[src/rtl/motion_sequencer.sv]
// rtl/motion_sequencer.sv - line-follower motion supervisor with debounce, dwell, dead-time coast and duty soft-start
//
// Purpose: debounces the three line sensors, picks a motion, holds it for a
// minimum dwell, inserts a coast between two motions and ramps the PWM duty.
// Ports:
//   i_clk        system clock
//   i_reset      synchronous active-high reset
//   i_sensors    raw {f, l, r} line sensors
//   i_enable     run permission, low forces STANDBY
//   i_duty_max   ceiling for the ramped duty
//   o_motor_a    {fwd, rev} for motor A
//   o_motor_b    {fwd, rev} for motor B
//   o_duty       duty command to the PWM generator
//   o_state      STANDBY=0 FORWARD=1 RIGHT=2 LEFT=3 COAST=4
//   o_busy       high while in COAST
module motion_sequencer #(
  parameter int DEB_CYCLES = 4,
  parameter int DWELL      = 16,
  parameter int DEAD       = 8,
  parameter int RAMP_STEP  = 32,
  parameter int TICK_DIV   = 10
) (
  input  logic       i_clk,
  input  logic       i_reset,
  input  logic [2:0] i_sensors,
  input  logic       i_enable,
  input  logic [7:0] i_duty_max,
  output logic [1:0] o_motor_a,
  output logic [1:0] o_motor_b,
  output logic [7:0] o_duty,
  output logic [2:0] o_state,
  output logic       o_busy
);

  typedef enum logic [2:0] {
    ST_STANDBY = 3'd0,
    ST_FORWARD = 3'd1,
    ST_RIGHT   = 3'd2,
    ST_LEFT    = 3'd3,
    ST_COAST   = 3'd4
  } state_t;

  localparam int DEB_W   = $clog2(DEB_CYCLES + 1);
  localparam int DWELL_W = $clog2(DWELL + 1);
  localparam int DEAD_W  = $clog2(DEAD + 1);
  localparam int TICK_W  = $clog2(TICK_DIV + 1);

  state_t                  r_state;
  state_t                  r_pending;
  logic [2:0]              r_deb;
  logic [2:0][DEB_W-1:0]   r_deb_cnt;
  logic [DWELL_W-1:0]      r_dwell;
  logic [DEAD_W-1:0]       r_dead_cnt;
  logic [TICK_W-1:0]       r_tick;
  logic [7:0]              r_duty;

  state_t                  w_desired;
  state_t                  w_next;
  logic                    w_latch;
  logic                    w_entry;
  logic                    w_motion;
  logic [8:0]              w_sum;

  // Debounce: a bit only follows raw after DEB_CYCLES consecutive disagreeing samples.
  always_ff @(posedge i_clk) begin
    if (i_reset) begin
      r_deb     <= 3'b111;
      r_deb_cnt <= '0;
    end else begin
      for (int b = 0; b < 3; b++) begin
        if (i_sensors[b] == r_deb[b]) begin
          r_deb_cnt[b] <= '0;
        end else if (r_deb_cnt[b] == DEB_W'(DEB_CYCLES - 1)) begin
          r_deb[b]     <= i_sensors[b];
          r_deb_cnt[b] <= '0;
        end else begin
          r_deb_cnt[b] <= r_deb_cnt[b] + 1'b1;
        end
      end
    end
  end

  // Desired motion from debounced {f, l, r}.
  always_comb begin
    w_desired = ST_STANDBY;
    case (r_deb)
      3'b000, 3'b011:         w_desired = ST_FORWARD;
      3'b010, 3'b110, 3'b100: w_desired = ST_RIGHT;
      3'b001, 3'b101:         w_desired = ST_LEFT;
      default:                w_desired = ST_STANDBY;
    endcase
  end

  always_ff @(posedge i_clk) begin
    if (i_reset) r_state <= ST_STANDBY;
    else         r_state <= w_next;
  end

  always_comb begin
    w_next    = r_state;
    w_latch   = 1'b0;
    o_motor_a = 2'b00;
    o_motor_b = 2'b00;
    if (!i_enable) begin
      w_next = ST_STANDBY;
    end else begin
      case (r_state)
        ST_STANDBY: w_next = w_desired;
        // Sensors are ignored here; the target was frozen on COAST entry.
        ST_COAST: begin
          if (r_dead_cnt == DEAD_W'(DEAD - 1)) w_next = r_pending;
        end
        ST_FORWARD, ST_RIGHT, ST_LEFT: begin
          // A change seen before dwell expires stays pending in w_desired
          // and is taken here once dwell saturates, if still wanted.
          if (r_dwell == DWELL_W'(DWELL) && w_desired != r_state) begin
            if (w_desired == ST_STANDBY) begin
              w_next = ST_STANDBY;
            end else begin
              w_next  = ST_COAST;
              w_latch = 1'b1;
            end
          end
        end
        default: w_next = ST_STANDBY;
      endcase
    end
    case (r_state)
      ST_FORWARD: begin o_motor_a = 2'b10; o_motor_b = 2'b10; end
      ST_RIGHT:   begin o_motor_a = 2'b10; o_motor_b = 2'b01; end
      ST_LEFT:    begin o_motor_a = 2'b01; o_motor_b = 2'b10; end
      default:    begin o_motor_a = 2'b00; o_motor_b = 2'b00; end
    endcase
  end

  assign w_entry  = (w_next != r_state);
  assign w_motion = (r_state == ST_FORWARD) || (r_state == ST_RIGHT) || (r_state == ST_LEFT);
  // Nine-bit sum so the ramp clamps instead of wrapping past 255.
  assign w_sum    = {1'b0, r_duty} + 9'(RAMP_STEP);

  always_ff @(posedge i_clk) begin
    if (i_reset) begin
      r_pending  <= ST_STANDBY;
      r_dwell    <= '0;
      r_dead_cnt <= '0;
      r_tick     <= '0;
      r_duty     <= '0;
    end else begin
      if (w_latch) r_pending <= w_desired;
      if (w_entry) begin
        r_dwell    <= '0;
        r_dead_cnt <= '0;
        r_tick     <= '0;
        r_duty     <= '0;
      end else begin
        if (r_state == ST_COAST) r_dead_cnt <= r_dead_cnt + 1'b1;
        if (w_motion) begin
          if (r_dwell != DWELL_W'(DWELL)) r_dwell <= r_dwell + 1'b1;
          if (r_tick == TICK_W'(TICK_DIV - 1)) begin
            r_tick <= '0;
            r_duty <= (w_sum > {1'b0, i_duty_max}) ? i_duty_max : w_sum[7:0];
          end else begin
            r_tick <= r_tick + 1'b1;
            // A lowered ceiling takes effect immediately, not on the next tick.
            if (i_duty_max < r_duty) r_duty <= i_duty_max;
          end
        end
      end
    end
  end

  assign o_duty  = r_duty;
  assign o_state = r_state;
  assign o_busy  = (r_state == ST_COAST);

endmodule

[config.mk]
export PLATFORM = sky130hd
export DESIGN_NAME = motion_sequencer
export DESIGN_NICKNAME = d
export VERILOG_FILES = /design/src/rtl/motion_sequencer.sv
export SDC_FILE = /design/constraint.sdc
export NUM_CORES = 1
export LEC_CHECK = 0
export CORE_UTILIZATION = 56
export DETAILED_ROUTE_END_ITERATION = 6
export GPL_TIMING_DRIVEN = 0
export HOLD_SLACK_MARGIN = 0.1
export PLACE_DENSITY = 0.89
export REMOVE_ABC_BUFFERS = 1
export SYNTH_ARGS = -nofsm -noshare
export SYNTH_HDL_FRONTEND = slang
export SYNTH_SLANG_ARGS = --single-unit
[constraint.sdc]
create_clock -name i_clk -period 2.6 [get_ports i_clk]
set_clock_uncertainty 0.05 [all_clocks]
set_input_delay 0.52 -clock i_clk [delete_from_list [all_inputs] [get_ports i_clk]]
set_output_delay 0.52 -clock i_clk [all_outputs]
set_load 0.005 [all_outputs]
### Word-level counts from Yosys, hierarchy flattened

Cells that the tools add are included.
Widths: inputs -> output; s select.

* add/sub/neg operators: 7
* magnitude comparators: 2
* equal/unequal tests: 22
* multiplexer cells: 16
* bitwise logic cells: 3
* reduce and logical (&&, ||, !) cells: 22

Operators with widths (count)
* $mux 8: 3
* $eq 3x2->1 const B: 7
* $reduce_or 3->1: 5
* $eq 3x3->1 const B: 4
* $mux 3: 4
* $reduce_and 2->1: 5
* $reduce_or 2->1: 5
* $add 3x1->3 const B: 3
* $add 8x6->9 const B: 1
* $gt 9x8->1: 1
* $logic_not 3->1: 3
* $pmux 3 s3: 1
* $add 4x1->4 const B: 2
* $lt 8x8->1: 1
* $pmux 2 s2: 2
* $eq 3x1->1 const B: 2
* $ne 3x3->1: 2
* $pmux 2 s3: 1
* $add 5x1->5 const B: 1
* $eq 5x5->1 const B: 1
* $ne 5x5->1 const B: 1
* $eq 4x3->1 const B: 1
* $eq 4x4->1 const B: 1
* $mux 1: 4
* other kinds (6): 11

* bits in registers: 39

### Logic depth before layout (Yosys ltp)

Gate-level depths: netlist of the first run.

* depth in word-level cells: 10
* mapped depth: 9
* gate-level depth less buffers: 9

### Least setup slack after synthesis of the first run

Ideal clock, no wire load.

* kind: register to register
* start: register r_duty[5], in the netlist o_duty[5]
* end: register r_duty[0], in the netlist o_duty[0]
* arrival: 2111 ps
* path slack: 324 ps
* cell stages (with the launch flop): 10
* buffers on the path: 0
* clock period less this slack: 2276 ps
* path through: dfxtp_1 ha_1 xor2_1 ha_1 nand2_1 nor3_1 o211ai_1 o211ai_2 mux2i_1 nor2_2

* cells in the longest elaborated chain, start to end: 4
* elaborated cells between the ends (all ways): 7

Ends and longest elaborated chain
* start: declaration: RTL line 55 `logic [7:0] r_duty;`
* start signal: assignment: RTL line 161 `r_duty <= (w_sum > {1'b0, i_duty_max}) ? i_duty_max : w_sum[7:0];`
* start signal: assignment: RTL line 165 `if (i_duty_max < r_duty) r_duty <= i_duty_max;`
* $add 8x6->9: RTL line 139 `assign w_sum = {1'b0, r_duty} + 9'(RAMP_STEP);`
* $gt 9x8->1: RTL line 161
* $mux 8: RTL line 161
* $mux 8: RTL line 159 `if (r_tick == TICK_W'(TICK_DIV - 1)) begin`

Several ways; a longest one is shown, not always the timed one.
A chain may end at the register's enable or synchronous reset.

### Worst setup path after layout of the first run

* start: input i_duty_max[2]
* end: register r_duty[0], in the netlist o_duty[0]

* cells in the longest elaborated chain, start to end: 3
* elaborated cells between the ends (all ways): 6

Ends and longest elaborated chain
* start: declaration: RTL line 27 `input logic [7:0] i_duty_max,`
* $gt 9x8->1 / $lt 8x8->1 (equally long branches): RTL line 161, 165
* $mux 8 / $reduce_bool 2->1 (equally long branches)
* $mux 8 / $reduce_and 2->1 (equally long branches)

Several ways; a longest one is shown, not always the timed one.

==> results.json, run 1 <==
{
  "fill_cells": 299,
  "wire_per_inst_um": 14.0,
  "fmax_ghz": 0.395,
  "clk_path_buf_depth": 2,
  "hold_end": "r_deb_cnt[3]",
  "grt_pass1_vias": 1798,
  "r2r-end": "r_dead_cnt[2]",
  "min_period_ns": 2.53,
  "arrival_ns": 2.65,
  "hold_viol_final": 0,
  "cts_root_buffer": "clkbuf_8",
  "cap_violations": 0,
  "dp_hpwl_um": 3300,
  "antenna_found_initial": 0,
  "path_clk_slew_ns": 0.08,
  "synth.distinct_cells": 52,
  "cp-start-kind": "input port",
  "cts_tree": "done",
  "crit_type": "input port to register",
  "drc": 0,
  "start_util": 0.595,
  "synth_cells": 273,
  "coreArea_um2": 4060,
  "clkLatencyLatePin_ns": 0.30,
  "cts.sinks": 38,
  "power.density_nw_per_um2": 421,
  "worstReg2RegStart": "o_state[1]",
  "n_antenna_cell": 0,
  "htreeDepth": 2,
  "critPathRequiredTime_ns": 2.72,
  "ys.flop_type": "dfxtp_1",
  "drv_slew": 0,
  "route.vias.total": 2013,
  "syn_area_um2": 2410,
  "finalSetupViolations": 0,
  "cp_max_fo": 5,
  "slew_headroom": 0.451,
  "core.rowCount": 23,
  "regToRegSetupSlack_ns": 0.10,
  "hp-class": "register to register",
  "layout.nets": 345,
  "overflow": 0,
  "grt_pass1_wl_um": 7470,
  "r2r_cells": 5,
  "yosysTopAreaCell": "dfxtp_1",
  "path_cells": "clkdlybuf4s50_1 > inv_1 > ha_1 > nand4_1 > nor3_2 > o211ai_1 > o211ai_2 > buf_6 > mux2i_1 > nor2_2",
  "cts_made_buffers": 5,
  "first_pass_iters": 4,
  "drtIter0Drc": 157,
  "drive_gt1_frac": 0.160,
  "portBuffers": 29,
  "worst_pin_slew_ns": 0.823,
  "post_layout_nonfiller_instances": 356,
  "syn_area_per_cell_um2": 8.84,
  "hold_depth": 1,
  "ant_nets": 0,
  "worst_ir_drop_vdd_mv": 0.284,
  "drt-total-wl_um": 4970,
  "ys_warn_count": 0,
  "synthArstFlopShare": 0,
  "dpl.cell_count": 342,
  "yosysTopAreaCellShare": 0.315,
  "place_ws_ns": -0.373,
  "dieHeight_um": 67.7,
  "slowest_delay_ns": 0.53,
  "postCtsHoldBufs": 0,
  "p_leak_nw": 1.14,
  "gp_congestion": 0.841,
  "critical_path.slowest_cell": "clkdlybuf4s50_1",
  "period_share": 0.972,
  "viasPerCell": 5.65,
  "ys_ff_latch": 38,
  "cp-end-kind": "register",
  "dieArea_um2": 4580,
  "die_w_um": 67.7,
  "area_delta_synth_final_pct": 19.9,
  "synthTopCellsByArea": "dfxtp_1 (32%), ha_1 (13%), nor2_2 (4.7%)",
  "hp-start": "r_deb_cnt[3]",
  "grt_max_degree": 22,
  "yosysSeqAreaShare": 0.315,
  "io_pins": 30,
  "final.setup.worst_slack_ns": 0.0716,
  "synth_edf_count": 0,
  "track_usage": 0.217,
  "status": "complete, no violations"
}
==> cells in the final DEF, fill, tap and decap left out, types with 7 or more instances in the layout <==
cell / n
a21oi_1: 12
clkdlybuf4s50_1: 28
dfxtp_1: 37
ha_1: 26
inv_1: 26
mux2i_1: 9
nand2_1: 13
nor2_1: 18
nor2_2: 19
nor2b_1: 7
o21ai_0: 7
xnor2_1: 8
xor2_1: 7
==> critical path, delay by kind of cell <==
kind	cells	cell delay, ns
AO/OA/AOI/OAI	2	0.44
adder cells (fa/ha/maj)	1	0.32
buffers and inverters	3	0.75
multiplexers	1	0.23
AND/OR/NAND/NOR	3	0.38
==> registers in the layout (all words and copies together), names as in the netlist <==
register / flops
r_dead_cnt: 4
r_tick: 4
o_duty: 8
r_deb: 3
o_state: 3
r_deb_cnt: 9
r_pending: 2
r_dwell: 5
==> cell families after synthesis <==
family	Yosys count	synth area share
fa+ha+maj	26	0.135
simple gates	97	0.224
mux	10	0.0415
compound gates	51	0.161
buf+inv	36	0.0684
xor+xnor	15	0.0544
flops	38	0.315
==> stage by stage <==
stage                     hold slack (ns)  cell area, µm²  TNS (ns)  power [mW]  utilization
after detailed placement            0.364            2700     -2.13       0.725        0.665
final                               0.369            2890         0        1.22        0.713
after global placement              0.358            2700     -1.72       0.720        0.665
after floorplan                     0.349            2350         0       0.678            -
after global routing                0.395            2890   -0.0803        1.27        0.713
after CTS                           0.375            2820         0        1.22        0.694
==> timing repair <==
action | CTS | global route
endpoints found under the setup margin | 5 | 7
resized for setup | 0 | 10
buffers inserted | 1 | 4
cloned | 0 | 1
pin swaps | 1 | 6
==> where the power goes <==
part / switching (mW) / total, mW / internal [mW]
logic: 0.0643 / 0.122 / 0.0575
clock network: 0.217 / 0.499 / 0.282
registers: 0.00757 / 0.597 / 0.590
==> synthesized netlist by cell type, types with 5 or more instances <==
| master | count |
|---|---|
| a21oi_1 | 12 |
| dfxtp_1 | 38 |
| ha_1 | 26 |
| inv_1 | 26 |
| mux2i_1 | 10 |
| nand2_1 | 14 |
| nand3_1 | 5 |
| nand4_1 | 5 |
| nor2_1 | 19 |
| nor2_2 | 18 |
| nor2b_1 | 7 |
| nor3_1 | 6 |
| o21ai_0 | 8 |
| or3_1 | 5 |
| xnor2_1 | 8 |
| xor2_1 | 7 |
==> metal layers <==
layer / global-route usage / up-vias / share of wire
met5: 0 / - / 0
met4: 0.106 / 0 / 0.024
met3: 0.0524 / 13 / 0.035
met2: 0.366 / 44 / 0.50
met1: 0.254 / 950 / 0.44
li1: - / 1006 / -
==> worst max-delay path by stage <==
stage | start | to | slack [ns] | cells after the start
final | i_duty_max[2] | o_duty[0] | 0.07 | 10
after global placement | i_duty_max[1] | o_duty[4] | -0.31 | 9
after CTS | i_duty_max[1] | o_duty[0] | 0.01 | 10
after global routing | i_duty_max[3] | o_duty[0] | -0.04 | 10
after floorplan | o_duty[5] | o_duty[0] | 0.30 | 9
after detailed placement | i_duty_max[1] | o_duty[0] | -0.37 | 9
==> area by class of cell <==
class / instances / area, µm² / area share
clock buffers: 5 / 68.8 / 0.0238
flip-flops and latches: 38 / 762 / 0.263
well taps: 50 / 62.6 / 0.0216
repair buffers: 34 / 334 / 0.115
clock inverters: 3 / 40.0 / 0.0138
inverters: 26 / 97.6 / 0.0337
multi-input cells: 200 / 1530 / 0.528
Note: power is estimated with default switching activity, not from simulation.
==> run 2, diff against run 1 <==
- CORE_UTILIZATION: 56 -> 60
- PLACE_DENSITY: 0.89 -> 0.94
- clock period: 2.6 -> 3.1 ns (I/O delays scaled with it)
==> run 2 against run 1 <==
Combinational power decreased by 20%. Routed wire length is 6.7% lower. Register-to-register slack better by 0.25 ns. Worst setup slack better by 0.16 ns. Largest power group is now clock. Die area down 6.5%. Cell count is 2.2% lower. Highest routed layer unchanged. Via count decreased by 3.3%.
==> results.json, run 2 (synthesis results as in run 1) <==
{
  "largest_reg_flops": 9,
  "cp-start-kind": "input port",
  "die_w_um": 65.4,
  "place_ws_ns": 0.0111,
  "coreArea_um2": 3770,
  "grt_pass1_wl_um": 8160,
  "top_register": "r_deb_cnt",
  "hold_viol_final": 0,
  "post-cts-setup-buffers": 0,
  "io_pins": 30,
  "hp-class": "register to register",
  "n_antenna_cell": 0,
  "drtIter0Drc": 128,
  "status": "complete, no violations",
  "cp-end-kind": "register",
  "cp.buffers_inverters": 2,
  "hold_depth": 1,
  "hp-start": "r_deb_cnt[6]",
  "period_share": 0.925,
  "slowest_delay_ns": 0.50,
  "r2r_cells": 9,
  "cts_tree": "done",
  "track_usage": 0.245,
  "drv_slew": 0,
  "critPathRequiredTime_ns": 3.20,
  "drt-total-wl_um": 4640,
  "first_pass_iters": 4,
  "worstReg2RegStart": "o_duty[5]",
  "htreeDepth": 2,
  "path_delay_family": "compound AO/OA/AOI/OAI gates",
  "worst_pin_slew_ns": 0.898,
  "wire_per_inst_um": 13.3,
  "start_util": 0.640,
  "worst_ir_drop_vdd_mv": 0.436,
  "r2r-end": "o_duty[0]",
  "cp_max_fo": 5,
  "viasPerCell": 5.59,
  "fmax_ghz": 0.349,
  "gp_congestion": 0.857,
  "antenna_found_initial": 0,
  "path_cells": "clkdlybuf4s50_1 > inv_1 > ha_1 > nand4_1 > nor3_1 > o211ai_1 > o211ai_2 > mux2i_1 > nor2_2",
  "grt_pass1_vias": 1931,
  "drc": 0,
  "top_usage_layer": "met2",
  "ant_nets": 0,
  "cts_resized": 0,
  "layout.nets": 339,
  "portBuffers": 29,
  "area_delta_synth_final_pct": 17.6,
  "final_common_cell": "dfxtp_1",
  "drive_gt1_frac": 0.123,
  "fin_tns_setup_ns": 0,
  "hold_end": "r_deb_cnt[6]",
  "critPathLaunch": "i_duty_max[1]",
  "cts_root_buffer": "clkbuf_8",
  "p_leak_nw": 1.13,
  "core.rowCount": 22,
  "arrival_ns": 2.97,
  "final.setup.worst_slack_ns": 0.232,
  "power.density_nw_per_um2": 395,
  "cts_made_buffers": 5,
  "rsz0062_at_grt": "no",
  "path_clk_slew_ns": 0.07,
  "slew_headroom": 0.401,
  "worst_hold_slack_ns": 0.372,
  "cap_violations": 0,
  "grtUsageMet2": 0.416,
  "clk_path_buf_depth": 2,
  "cts.sinks": 38,
  "clkLatencyLatePin_ns": 0.29,
  "regToRegSetupSlack_ns": 0.35,
  "dieArea_um2": 4280,
  "route.vias.total": 1947,
  "crit_type": "input port to register",
  "overflow": 0,
  "use_met3": 0.0694,
  "dp_hpwl_um": 3210,
  "grt_max_degree": 22,
  "min_period_ns": 2.87,
  "final_cell_mix": "dfxtp_1 (38), clkdlybuf4s50_1 (29), inv_1 (26), ha_1 (26), nor2_1 (19)",
  "grt_util_met1": 0.289,
  "critical_path.slowest_cell": "clkdlybuf4s50_1",
  "dieHeight_um": 65.4,
  "postCtsHoldBufs": 0,
  "finalSetupViolations": 0
}
==> run 2: where the power goes <==
part	leakage, nW	internal (mW)	switching, mW
sequential	0.307	0.495	0.00611
clock	0.0714	0.343	0.181
combinational	0.752	0.0460	0.0514
==> run 2: worst max-delay path by stage <==
stage | to | cells after the start | slack (ns)
2_1_floorplan | o_duty[0] | 9 | 0.80
3_3_place_gp | o_duty[4] | 9 | 0.05
3_5_place_dp | o_duty[4] | 9 | 0.01
4_1_cts | o_duty[4] | 9 | 0.24
5_1_grt | o_duty[2] | 9 | 0.002
6_report | o_duty[0] | 9 | 0.23
==> run 2: area by class of cell <==
class	count	area [µm²]
Clock buffer	6	82.6
Clock inverter	2	60.1
Fill cell	260	932
Inverter	26	97.6
Multi-Input combinational cell	199	1490
Sequential cell	38	761
Tap cell	48	60.1
Timing Repair Buffer	29	290
==> run 2: layer usage <==
layer	vias up	wire (µm)
met2	38	2220
li1	988	-
met3	10	200
met1	911	2150
met5	-	0
met4	0	76
==> run 2: stage by stage <==
stage | instances | utilization | power, mW | area [µm²]
floorplan | 263 | - | 0.568 | 2350
global placement | 340 | 0.715 | 0.604 | 2700
detailed placement | 340 | 0.715 | 0.607 | 2700
CTS | 348 | 0.753 | 1.12 | 2840
global route | 348 | 0.753 | 1.16 | 2840
finish | 348 | 0.753 | 1.12 | 2840
